File: src/rtl/store_unit_pkg.sv
// Shared MEM-stage types, bus address windows and the window-check helper.
package store_unit_pkg;

  typedef enum logic [3:0] {
    OP_NOP, OP_ALU, OP_LW, OP_LH, OP_LB, OP_SW, OP_SH, OP_SB
  } opcode_t;

  typedef struct packed {
    opcode_t    opcode;
    logic [4:0] wb_addr;
    logic       wb_en;
  } wbsignal_t;

  typedef struct packed {
    logic [29:0] waddr;
    logic [31:0] data;
    logic [3:0]  be;
  } store_entry_t;

  localparam logic [31:0] START_ADDR_DM  = 32'h0000_0000;
  localparam logic [31:0] END_ADDR_DM    = 32'h0000_2FFF;
  localparam logic [31:0] START_ADDR_INS = 32'h0000_3000;
  localparam logic [31:0] END_ADDR_INS   = 32'h0000_6FFF;
  localparam logic [31:0] START_ADDR_TC0 = 32'h0000_7F00;
  localparam logic [31:0] END_ADDR_TC0   = 32'h0000_7F0B;
  localparam logic [31:0] START_ADDR_TC1 = 32'h0000_7F10;
  localparam logic [31:0] END_ADDR_TC1   = 32'h0000_7F1B;

  function automatic logic in_window(input logic [31:0] a, input logic [31:0] lo,
                                     input logic [31:0] hi);
    return (a >= lo) && (a <= hi);
  endfunction

endpackage

File: src/rtl/store_fifo.sv
// Synchronous store-buffer FIFO with an all-entries view for load address matching.
// Pushed entry visible at head next cycle; push ignored when full, pop ignored when empty.
module store_fifo
  import store_unit_pkg::*;
#(
  parameter int DEPTH = 2
) (
  input  logic                      clk,
  input  logic                      reset,
  input  logic                      push_i,
  input  logic                      pop_i,
  input  store_entry_t              din_i,
  output logic                      full_o,
  output logic                      empty_o,
  output store_entry_t              head_o,
  output store_entry_t [DEPTH-1:0]  entries_o,
  output logic [DEPTH-1:0]          valid_o
);

  localparam int PTR_W = $clog2(DEPTH);
  localparam int CNT_W = PTR_W + 1;

  store_entry_t       mem_q [DEPTH];
  logic [PTR_W-1:0]   wptr_q, rptr_q;
  logic [CNT_W-1:0]   count_q, count_d;
  logic               do_push, do_pop;
  logic [PTR_W-1:0]   offs;

  assign full_o  = (count_q == CNT_W'(DEPTH));
  assign empty_o = (count_q == '0);
  assign do_push = push_i & ~full_o;
  assign do_pop  = pop_i & ~empty_o;
  assign head_o  = mem_q[rptr_q];

  always_comb begin
    count_d = count_q;
    if (do_push && !do_pop) begin
      count_d = count_q + CNT_W'(1);
    end else if (!do_push && do_pop) begin
      count_d = count_q - CNT_W'(1);
    end
  end

  always_ff @(posedge clk) begin
    if (reset) begin
      wptr_q  <= '0;
      rptr_q  <= '0;
      count_q <= '0;
    end else begin
      if (do_push) wptr_q <= wptr_q + PTR_W'(1);
      if (do_pop)  rptr_q <= rptr_q + PTR_W'(1);
      count_q <= count_d;
    end
  end

  // Payload storage needs no reset: validity comes from the pointers and count.
  always_ff @(posedge clk) begin
    if (do_push && !reset) mem_q[wptr_q] <= din_i;
  end

  always_comb begin
    offs      = '0;
    entries_o = '0;
    valid_o   = '0;
    for (int i = 0; i < DEPTH; i++) begin
      entries_o[i] = mem_q[i];
      offs         = PTR_W'(i) - rptr_q;
      valid_o[i]   = ({1'b0, offs} < count_q);
    end
  end

endmodule

File: src/rtl/store_unit.sv
// MEM-stage store path: sw/sh/sb encode, AdES detection, store buffer draining to the bus.
// Enqueued store reaches the bus the next cycle; stalls MEM while the buffer is full.
module store_unit
  import store_unit_pkg::*;
#(
  parameter int DEPTH = 2
) (
  input  logic        clk,
  input  logic        reset,
  input  logic        req_valid,
  input  wbsignal_t   wbSignal_MEM,
  input  logic [31:0] Addr,
  input  logic [31:0] Wdata,
  input  logic        overflow,
  input  logic [31:0] ld_addr,
  output logic        excAdES,
  output logic        stall,
  output logic        ld_hit,
  output logic        bus_valid,
  output logic [31:0] bus_addr,
  output logic [31:0] bus_wdata,
  output logic [3:0]  bus_be,
  input  logic        bus_ready
);

  logic is_sw, is_sh, is_sb, is_store;
  logic in_dm, in_tc0, in_tc1, in_tc;
  logic align_err, range_err, timer_err;
  logic [3:0]  st_be;
  logic [31:0] st_data;
  logic push, pop, full, empty;
  store_entry_t             head, din;
  store_entry_t [DEPTH-1:0] entries;
  logic [DEPTH-1:0]         valid;
  logic unused_sig;

  assign unused_sig = ^{wbSignal_MEM.wb_addr, wbSignal_MEM.wb_en, ld_addr[1:0]};

  assign is_sw    = (wbSignal_MEM.opcode == OP_SW);
  assign is_sh    = (wbSignal_MEM.opcode == OP_SH);
  assign is_sb    = (wbSignal_MEM.opcode == OP_SB);
  assign is_store = req_valid & (is_sw | is_sh | is_sb);

  always_comb begin
    st_be   = 4'b1111;
    st_data = Wdata;
    if (is_sh) begin
      st_be   = Addr[1] ? 4'b1100 : 4'b0011;
      st_data = {2{Wdata[15:0]}};
    end else if (is_sb) begin
      st_be   = 4'b0001 << Addr[1:0];
      st_data = {4{Wdata[7:0]}};
    end
  end

  assign in_dm  = in_window(Addr, START_ADDR_DM, END_ADDR_DM);
  assign in_tc0 = in_window(Addr, START_ADDR_TC0, END_ADDR_TC0);
  assign in_tc1 = in_window(Addr, START_ADDR_TC1, END_ADDR_TC1);
  assign in_tc  = in_tc0 | in_tc1;

  // Timers only take full-word writes, and their Count register is read-only.
  assign align_err = (is_sw & (Addr[1:0] != 2'b00)) | (is_sh & Addr[0]);
  assign range_err = ~(in_dm | in_tc);
  assign timer_err = in_tc & (~is_sw | (Addr[3:2] == 2'b10));
  assign excAdES   = is_store & (align_err | range_err | timer_err | overflow);

  assign push  = is_store & ~excAdES & ~full;
  assign stall = is_store & ~excAdES & full;
  assign pop   = ~empty & bus_ready;
  assign din   = '{waddr: Addr[31:2], data: st_data, be: st_be};

  store_fifo #(.DEPTH(DEPTH)) u_fifo (
    .clk       (clk),
    .reset     (reset),
    .push_i    (push),
    .pop_i     (pop),
    .din_i     (din),
    .full_o    (full),
    .empty_o   (empty),
    .head_o    (head),
    .entries_o (entries),
    .valid_o   (valid)
  );

  assign bus_valid = ~empty;
  assign bus_addr  = empty ? 32'h0 : {head.waddr, 2'b00};
  assign bus_wdata = empty ? 32'h0 : head.data;
  assign bus_be    = empty ? 4'h0  : head.be;

  always_comb begin
    ld_hit = 1'b0;
    for (int i = 0; i < DEPTH; i++) begin
      if (valid[i] && (entries[i].waddr == ld_addr[31:2])) ld_hit = 1'b1;
    end
  end

endmodule
File: config.mk
export PLATFORM = sky130hd
export DESIGN_NAME = store_unit
export DESIGN_NICKNAME = d
export VERILOG_FILES = /design/src/rtl/store_unit_pkg.sv /design/src/rtl/store_fifo.sv /design/src/rtl/store_unit.sv
export SDC_FILE = /design/constraint.sdc
export NUM_CORES = 1
export LEC_CHECK = 0
export CAP_MARGIN = 20
export CORE_MARGIN = 3
export CORE_UTILIZATION = 35
export DETAILED_ROUTE_END_ITERATION = 8
export HOLD_SLACK_MARGIN = 0.05
export PLACE_DENSITY = 0.69
export SETUP_SLACK_MARGIN = 0.3
export SLEW_MARGIN = 20
export SYNTH_ARGS = -nofsm -noshare
export SYNTH_HDL_FRONTEND = slang
export SYNTH_SLANG_ARGS = --single-unit
File: constraint.sdc
create_clock -name clk -period 8.6 [get_ports clk]
set_input_delay 2.15 -clock clk [delete_from_list [all_inputs] [get_ports clk]]
set_output_delay 2.15 -clock clk [all_outputs]
set_load 0.03 [all_outputs]
== Word-level counts from Yosys, hierarchy flattened ==
Memory sizes are Yosys's and may differ from the RTL's. A register that Yosys moved wholly into a read port is not among the register bits.
Index checks and enable logic that the tools add are counted.
Storage, ports and cells
  bits in registers: 4
  bits in writable memories: 132
  bits of input ports: 111
  output and inout bits: 72
  memories kept: 1
Memory list
  u_fifo.mem_q: words 2, width 66, rd ports 3, clocked after memory_dff 1, wr ports 1, RTL line store_fifo.sv:23  | store_entry_t mem_q [DEPTH];
Operators by class
  add/sub/neg operators: 6
  $lt $le $gt $ge: 8
  equal/unequal tests: 7
  shift operators: 1
  muxes and demuxes: 16
  bitwise gates (word level): 25
  reductions and logical operators: 14
Operators by type and width (count)
  2-to-1 mux 32 bit: 4
  greater-or-equal comparator 32 x 15 -> 1 bit, second input constant: 2
  <= comparator 32 x 15 -> 1 bit, second input constant: 2
  == test 30 bit: 2
  greater-or-equal comparator 32 x 1 -> 1 bit, second input constant: 1
  <= comparator 32 x 14 -> 1 bit, second input constant: 1
  2-to-1 mux 4 bit: 4
  == test 4 x 3 -> 1 bit, second input constant: 3
  AND 1 bit: 11
  bitwise OR 1 bit: 9
  logical AND 1 bit: 8
  2-to-1 mux 1 bit: 6
  NOT 1 bit: 5
  == test 2 bit, second input constant: 2
  < comparator 1 x 2 -> 1 bit: 2
  2-to-1 mux 2 bit: 2
  nonzero test 2 bit: 2
  << shifter 1 x 2 -> 4 bit, first input constant: 1
  logical NOT 1 bit: 3
  adder 1 bit, second input constant: 2
  adder 2 x 1 -> 2 bit, second input constant: 1
  logical NOT 2 bit: 1
  subtractor 1 bit, first input constant: 2
  subtractor 2 x 1 -> 2 bit, second input constant: 1

== Logic depth before layout (Yosys ltp) ==
Gate-level depths: netlist of the first run.
  depth after elaboration: 17
  gate-level depth with buffers: 10

== Modules after synthesis ==
From an unflattened synthesis of the first run, not the netlist that was laid out.
Unflattened totals
  cell total of the unflattened synthesis: 472
  area, all modules: 6696.4 µm²
Modules (own cells, without submodules)
  store_fifo: times used 1, cells an instance 235, area each 5006.1 µm², seq. area each 4063.9 µm²
  store_unit: times used 1, cells an instance 237, area each 1690.4 µm², seq. area each 0.0 µm²

== Least setup slack after synthesis of the first run ==
OpenSTA, ideal clock, no wires.
  path type: input -> register
  start: input port Addr[19]
  end: memory u_fifo.mem_q[1][0] (netlist bit) (enable)
  setup time: 0.586 ns
  arrival time: 8.203 ns
  required time: 8.014 ns
  slack: -0.189 ns
  stages on the path: 4
  cells stage by stage: or4_1 > or3_1 > a2111o_1 > nor3b_1
On the way
  word-level cells in the longest chain between the ends: 16
RTL lines
  from (decl): RTL line store_unit.sv:12  | input logic [31:0] Addr,
  greater-or-equal comparator 32 x 15 -> 1 bit or <= comparator 32 x 15 -> 1 bit (tied branches): RTL line store_unit_pkg.sv:31  | return (a >= lo) && (a <= hi);
  logical AND 1 bit: RTL line store_unit_pkg.sv:31
  bitwise OR 1 bit: RTL line store_unit.sv:59  | assign in_tc = in_tc0 | in_tc1;
  bitwise OR 1 bit: RTL line store_unit.sv:63  | assign range_err = ~(in_dm | in_tc);
  NOT 1 bit: RTL line store_unit.sv:63
  bitwise OR 1 bit: RTL line store_unit.sv:65  | assign excAdES = is_store & (align_err | range_err | timer_err | overflow);
  bitwise OR 1 bit * (2 in a row): RTL line store_unit.sv:65
  AND 1 bit *: RTL line store_unit.sv:65
  NOT 1 bit *: RTL line store_unit.sv:67  | assign push = is_store & ~excAdES & ~full;
  AND 1 bit * (2 in a row): RTL line store_unit.sv:67
  AND 1 bit *: RTL line store_fifo.sv:31  | assign do_push = push_i & ~full_o;
  logical AND 1 bit *: RTL line store_fifo.sv:58  | if (do_push && !reset) mem_q[wptr_q] <= din_i;
  2-to-1 mux 1 bit *: RTL line store_fifo.sv:58
  2-to-1 mux 1 bit (not written as such) *: RTL line store_fifo.sv:58
  to (decl): RTL line store_fifo.sv:23
Mark *: on every way between the ends. The rest lies on a longest branch, timed or not.

== Worst setup path after layout of the first run ==
  start: input port wbSignal_MEM[6] (netlist bit)
  end: output port stall
On the way
  word-level cells in the longest chain between the ends: 10
RTL lines
  from (decl): RTL line store_unit.sv:11  | input wbsignal_t wbSignal_MEM,
  == test 4 x 3 -> 1 bit (on tied branches): RTL line store_unit.sv:39, store_unit.sv:40
  AND 1 bit or NOT 1 bit (tied branches): RTL line store_unit.sv:62, store_unit.sv:64
  bitwise OR 1 bit (on tied branches): RTL line store_unit.sv:62, store_unit.sv:64
  bitwise OR 1 bit or AND 1 bit (tied branches): RTL line store_unit.sv:65, store_unit.sv:64
  bitwise OR 1 bit (2 in a row): RTL line store_unit.sv:65
  AND 1 bit: RTL line store_unit.sv:65
  NOT 1 bit: RTL line store_unit.sv:68  | assign stall = is_store & ~excAdES & full;
  AND 1 bit * (2 in a row): RTL line store_unit.sv:68
  to (decl): RTL line store_unit.sv:17  | output logic stall,
Marked as above.

==> impl_metrics.env, run 1 <==
export IMPL_finalHoldViolCount=0
export IMPL_worst_pin_slew_ns=0.940
export IMPL_slew_headroom=0.372
export IMPL_io_buffers=172
export IMPL_r2r_cells=7
export IMPL_p_seq_frac=0.456
export IMPL_die_w_um=142
export IMPL_grt_overflow=0
export IMPL_gp_congestion=0.873
export IMPL_p_leak_nw=2.91
export IMPL_ys_ff_latch=137
export IMPL_finalClockSkew_ns=0.00407
export IMPL_postSynthCellCount=472
export IMPL_finalPower_mw=1.61
export IMPL_p_per_area_nw_per_um2=178
export IMPL_ctsRootBufferMaster="clkbuf_16"
export IMPL_cp_max_fo=15
export IMPL_synth_area_um2=6440
export IMPL_rsz0062_at_grt="false"
export IMPL_min_period_over_period=0.831
export IMPL_clock_path_buffers=2
export IMPL_clkTransAtPathRegs_ns=0.06
export IMPL_wl_um=17200
export IMPL_n_fill_cell=1510
export IMPL_cts_resized=0
export IMPL_grt_pass1_wl_um=26000
export IMPL_synth_distinct_cells=37
export IMPL_hold_class="reg -> reg"
export IMPL_finalSetupTns_ns=0
export IMPL_max_cap_viol_count=0
export IMPL_drive_gt1_frac=0.0864
export IMPL_cp_data_required_time_ns=6.45
export IMPL_io_pins=183
export IMPL_r2r_end="u_fifo.count_q[1]"
export IMPL_antenna_found_initial=0
export IMPL_cts_sinks=137
export IMPL_finalMaxSlewViolations=0
export IMPL_crit_arrival_ns=4.99
export IMPL_rr_startpoint="u_fifo.count_q[1]"
export IMPL_hp_start="u_fifo.wptr_q"
export IMPL_critPathLaunchType="primary input"
export IMPL_initial_core_util=0.365
export IMPL_htree_levels=4
export IMPL_ant_nets=0
export IMPL_syn_to_final_growth_pct=40.4
export IMPL_p_int_mw=1.28
export IMPL_vias=4437
export IMPL_postCtsSetupRepairBufs=0
export IMPL_critPathKind="in -> out"
export IMPL_grt_max_degree=38
export IMPL_coreArea_um2=17700
export IMPL_fmax_mhz=140
export IMPL_period_needed_ns=7.14
export IMPL_drt_pass1_iterations=4
export IMPL_cts_tree="yes"
export IMPL_cts_made_buffers=17
export IMPL_dp_cells=853
export IMPL_ff2ff_setup_slack_ns=5.94
export IMPL_p_sw_frac=0.203
export IMPL_grt_usage=0.171
export IMPL_status="complete, no violations"
export IMPL_chipHeight_um=142
export IMPL_fin_cells=885
export IMPL_clk_latency_ns=0.42
export IMPL_end_kind="output port"
export IMPL_wire_per_inst_um=19.4
export IMPL_ys_seq_area_frac=0.631
export IMPL_power_frac_comb=0.063
export IMPL_fp_row_count=48
export IMPL_power_frac_clock=0.482
export IMPL_dp_hpwl_um=12100
export IMPL_vdd_drop_max_mv=0.133
export IMPL_postCtsHoldBufs=0
export IMPL_min_to="u_fifo.wptr_q"
export IMPL_ys_warn_count=0
export IMPL_power_switching_uw=326
export IMPL_route_detailed_drc=0
export IMPL_whs_path_depth=2
export IMPL_grt_pass1_vias=4727
export IMPL_n_antenna_cell=0
export IMPL_nNetsFinal=759
export IMPL_synth_area_per_cell_um2=13.6
export IMPL_via_per_inst=5.01
export IMPL_setup_viol=0
export IMPL_drt_iter0_drc=210
export IMPL_die_area_um2=20100
[cell usage in the layout, fill, tap and decap left out, types with 2 or more instances in the layout]
| cell type | instances |
|---|---|
| xor2_1 | 36 |
| clkbuf_1 | 2 |
| bufinv_16 | 4 |
| nor2b_1 | 3 |
| a21o_1 | 2 |
| edfxtp_1 | 132 |
| nand2b_1 | 2 |
| clkbuf_16 | 17 |
| nand2_1 | 15 |
| mux2_2 | 16 |
| o21ai_0 | 10 |
| clkinvlp_4 | 2 |
| xnor2_1 | 28 |
| buf_4 | 6 |
| a2111o_1 | 2 |
| dfxtp_1 | 4 |
| nor2_1 | 72 |
| mux2i_1 | 74 |
| nand4_1 | 8 |
| clkdlybuf4s50_1 | 172 |
| conb_1 | 2 |
| nor4_1 | 13 |
| inv_1 | 3 |
| clkinv_4 | 4 |
| a21oi_1 | 5 |
| o211ai_1 | 3 |
| nor3_1 | 2 |
| nand3_1 | 2 |
| or4_1 | 2 |
| or3_1 | 2 |
[metal layers]
metal	vias up	wire, um	global-route usage
met5	-	0	0
met4	0	265	0.0586
met3	20	1430	0.0556
met2	188	8220	0.280
met1	2141	7280	0.215
li1	2088	-	-
[worst max-delay path by stage]
| stage | start | to | slack, ns | depth (start not counted) |
|---|---|---|---|---|
| floorplan | Addr[19] | u_fifo.mem_q[1][0] | 2.14 | 4 |
| global placement | wbSignal_MEM[6] | stall | 1.42 | 6 |
| detailed placement | wbSignal_MEM[6] | stall | 1.43 | 6 |
| CTS | wbSignal_MEM[6] | stall | 1.42 | 6 |
| global route | wbSignal_MEM[6] | stall | 1.35 | 6 |
| finish | wbSignal_MEM[6] | stall | 1.46 | 6 |
[metrics by stage]
| step | area [um2] | worst slack, ns | hold WS, ns | util |
|---|---|---|---|---|
| after CTS | 9040 | 1.42 | 0.538 | 0.512 |
| final | 9040 | 1.46 | 0.537 | 0.512 |
| after detailed placement | 8410 | 1.43 | 0.525 | 0.477 |
| after global routing | 9040 | 1.35 | 0.565 | 0.512 |
| after global placement | 8410 | 1.42 | 0.514 | 0.477 |
| after floorplan | 6450 | 2.14 | 0.464 | - |
[critical path: stages]
cell and delay (ns):
clkdlybuf4s50_1 0.88, xor2_1 0.35, a22o_1 0.24, a2111o_1 0.47, nor4_1 0.18, clkdlybuf4s50_1 0.72
[state kept, by name, indices dropped and copies added, names as in the netlist, named ones only]
signal          flops
u_fifo.mem_q      132
u_fifo.count_q      2
u_fifo.rptr_q       1
u_fifo.wptr_q       1
[cells in the mapped netlist, drive strengths merged]
cell | count | area share
buf | 10 | 0.0095
or3 | 2 | 0.0019
a2111o | 2 | 0.0035
and4 | 1 | 0.0014
a22o | 1 | 0.0014
nand2b | 2 | 0.0019
o21ai | 10 | 0.0078
nor2b | 4 | 0.0051
nor2 | 73 | 0.043
dfxtp | 5 | 0.016
mux2 | 16 | 0.028
a21o | 2 | 0.0023
a21oi | 5 | 0.0039
edfxtp | 132 | 0.62
inv | 3 | 0.0017
xor2 | 36 | 0.049
xnor2 | 28 | 0.038
nand2 | 15 | 0.0087
nand3 | 2 | 0.0016
nor3b | 1 | 0.0012
and4b | 1 | 0.0016
o31ai | 1 | 0.0012
or4 | 2 | 0.0023
nor4 | 13 | 0.013
mux2i | 74 | 0.12
or4b | 1 | 0.0016
conb | 1 | 0.00058
nor3 | 3 | 0.0023
clkbuf | 13 | 0.0076
ha | 1 | 0.0019
o41ai | 1 | 0.0014
nand4 | 8 | 0.0078
o211ai | 3 | 0.0035
[area by class of cell]
class / count / area (um2) / area share
clock buffers: 19 / 433 / 0.0479
clock inverters: 13 / 195 / 0.0216
inverters: 3 / 11.3 / 0.00125
multi-input cells: 310 / 2290 / 0.253
flip-flops and latches: 137 / 4070 / 0.450
well taps: 225 / 282 / 0.0311
repair buffers: 178 / 1770 / 0.195
[power by group through the flow]
stage | Clock, mW | Sequential, mW | Combinational, mW
6_report | 0.773 | 0.731 | 0.101
2_1_floorplan | 0 | 0.746 | 0.0325
4_1_cts | 0.787 | 0.731 | 0.101
5_1_grt | 0.813 | 0.731 | 0.108
3_3_place_gp | 0 | 0.746 | 0.0979
3_5_place_dp | 0 | 0.746 | 0.0997
[cells by family (layout without fill, tap and decap cells)]
kind of cell	count (synthesis)	count (layout)	share of synthesized area
AOI/OAI and AO/OA	25	25	0.0249
xor gates and xnor gates	64	64	0.0871
adders and majority gates	1	1	0.00194
buffers and inverters	26	213	0.0188
DFF	137	137	0.631
muxes	90	90	0.143
other	1	2	0.000582
and+or+nand+nor	128	128	0.0925
(Power assumes the default switching activity.)
==> run 2: changes to the inputs <==
clock period = 6.5 ns   (was 8.6 ns; I/O delays follow)
==> impl_metrics.env, run 2 (synthesized netlist as in run 1, its figures left out) <==
export IMPL_min_period_over_period=0.917
export IMPL_vdd_drop_max_mv=0.177
export IMPL_postCtsSetupRepairBufs=0
export IMPL_clock_path_buffers=2
export IMPL_largest_register_ffs=132
export IMPL_ctsRootBufferMaster="clkbuf_16"
export IMPL_p_seq_frac=0.477
export IMPL_drive_gt1_frac=0.0906
export IMPL_chipHeight_um=142
export IMPL_cp_data_required_time_ns=4.88
export IMPL_route_detailed_drc=0
export IMPL_final_util=0.510
export IMPL_power_frac_clock=0.458
export IMPL_syn_to_final_growth_pct=39.9
export IMPL_power_switching_uw=419
export IMPL_nNetsFinal=761
export IMPL_cts_sinks=137
export IMPL_slowest_stage="clkdlybuf4s50_1"
export IMPL_ff2ff_setup_slack_ns=3.80
export IMPL_io_buffers=172
export IMPL_finalPower_mw=2.03
export IMPL_clk_latency_ns=0.41
export IMPL_dp_cells=855
export IMPL_via_per_inst=5.02
export IMPL_critPathLaunchType="primary input"
export IMPL_fmax_mhz=168
export IMPL_vias=4454
export IMPL_finalHoldViolCount=0
export IMPL_grt_pass1_wl_um=26100
export IMPL_wl_um=17100
export IMPL_n_antenna_cell=0
export IMPL_grt_max_degree=45
export IMPL_finalInstanceArea_um2=9010
export IMPL_wl_met3_um=1640
export IMPL_gp_congestion=0.919
export IMPL_cp_max_fo=5
export IMPL_p_per_area_nw_per_um2=226
export IMPL_finalSetupTns_ns=0
export IMPL_antenna_found_initial=0
export IMPL_wl_met2_um=8130
export IMPL_end_kind="output port"
export IMPL_period_needed_ns=5.96
export IMPL_worst_pin_slew_ns=0.946
export IMPL_crit_path_max_incr_delay_ns=0.72
export IMPL_r2r_cells=7
export IMPL_die_area_um2=20100
export IMPL_critPathKind="in -> out"
export IMPL_layout_commonest_cell="clkdlybuf4s50_1"
export IMPL_place_area_um2=8430
export IMPL_cts_made_buffers=17
export IMPL_grt_usage=0.171
export IMPL_cts_tree="yes"
export IMPL_htree_levels=4
export IMPL_reg_largest_list="u_fifo.mem_q: 132 flops, u_fifo.count_q: 2 flops"
export IMPL_wire_per_inst_um=19.3
export IMPL_wirelength_met1_um=6960
export IMPL_hold_class="reg -> reg"
export IMPL_crit_path_cell_trace="clkdlybuf4s50_1 -> or4b_1 -> nor3_1 -> a21oi_1 -> nor4_1 -> clkdlybuf4s50_1"
export IMPL_fp_row_count=48
export IMPL_io_pins=183
export IMPL_crit_path_frequent_cell="clkdlybuf4s50_1"
export IMPL_p_int_mw=1.61
export IMPL_ant_nets=0
export IMPL_routed_top_layer="met4"
export IMPL_crit_arrival_ns=4.33
export IMPL_fin_cells=887
export IMPL_max_cap_viol_count=0
export IMPL_mostFrequentLayoutCells="clkdlybuf4s50_1 (172), edfxtp_1 (132), mux2i_1 (74)"
export IMPL_power_frac_comb=0.066
export IMPL_coreArea_um2=17700
export IMPL_postCtsHoldBufs=0
export IMPL_finalClockSkew_ns=0.00715
export IMPL_grt_overflow=0
export IMPL_dp_hpwl_um=12300
export IMPL_finalMaxSlewViolations=0
export IMPL_regMostFlops="u_fifo.mem_q"
export IMPL_drt_pass1_iterations=4
export IMPL_cts_resized=0
export IMPL_status="complete, no violations"
export IMPL_initial_core_util=0.365
export IMPL_p_leak_nw=2.91
export IMPL_setup_viol=0
export IMPL_die_w_um=142
export IMPL_p_sw_frac=0.206
export IMPL_clkTransAtPathRegs_ns=0.06
export IMPL_rsz0062_at_grt="false"
export IMPL_drt_iter0_drc=273
export IMPL_slew_headroom=0.368
export IMPL_grt_pass1_vias=4753
export IMPL_whs_path_depth=2
## run 2: changes by cell type in the layout (fill, tap and decap cells not counted)
cell / before / now
buf_4: 6 / 8
bufinv_16: 4 / 2
clkbuf_1: 2 / 1
clkinv_2: 1 / 4
clkinv_4: 4 / 3
inv_6: 1 / 3
inv_8: 1 / 0
## run 2: power groups by stage
| stage | clock (mW) | combinational (mW) | sequential [mW] |
|---|---|---|---|
| floorplan | 0 | 0.0431 | 0.987 |
| global placement | 0 | 0.130 | 0.986 |
| detailed placement | 0 | 0.133 | 0.986 |
| CTS | 0.947 | 0.134 | 0.968 |
| global route | 0.987 | 0.143 | 0.967 |
| finish | 0.929 | 0.134 | 0.968 |
## run 2: worst paths after layout
| path | start | to |
|---|---|---|
| setup reg to reg | u_fifo.count_q[1] | u_fifo.count_q[1] |
| hold reg to reg | u_fifo.wptr_q | u_fifo.wptr_q |
| setup / recovery | Addr[6] | stall |
| hold / removal | u_fifo.wptr_q | u_fifo.wptr_q |
## run 2: area by class of cell
class                      count  area (um2)
multi-input combinational    310        2290
clock buffer                  18         429
sequential                   137        4070
clock inverter                14         148
tap                          225         282
fill                        1500        8650
timing repair buffer         180        1780
inverter                       3        11.3
## run 2: routing by layer
| layer | global-route usage | up-vias |
|---|---|---|
| li1 | - | 2090 |
| met1 | 0.214 | 2139 |
| met2 | 0.278 | 203 |
| met3 | 0.0583 | 22 |
| met4 | 0.0576 | 0 |
| met5 | 0 | - |
## run 2: stage by stage
step	hold slack [ns]	setup WS [ns]
6_report	0.557	0.542
5_1_grt	0.590	0.460
4_1_cts	0.567	0.477
3_5_place_dp	0.539	0.475
3_3_place_gp	0.519	0.446
2_1_floorplan	0.464	0.564
## run 2: worst max-delay path, delay by kind of cell
family,cells,cell delay (ns)
AND/OR/NAND/NOR,3,1.29
buffers and inverters,2,1.18
AO/OA/AOI/OAI,1,0.23
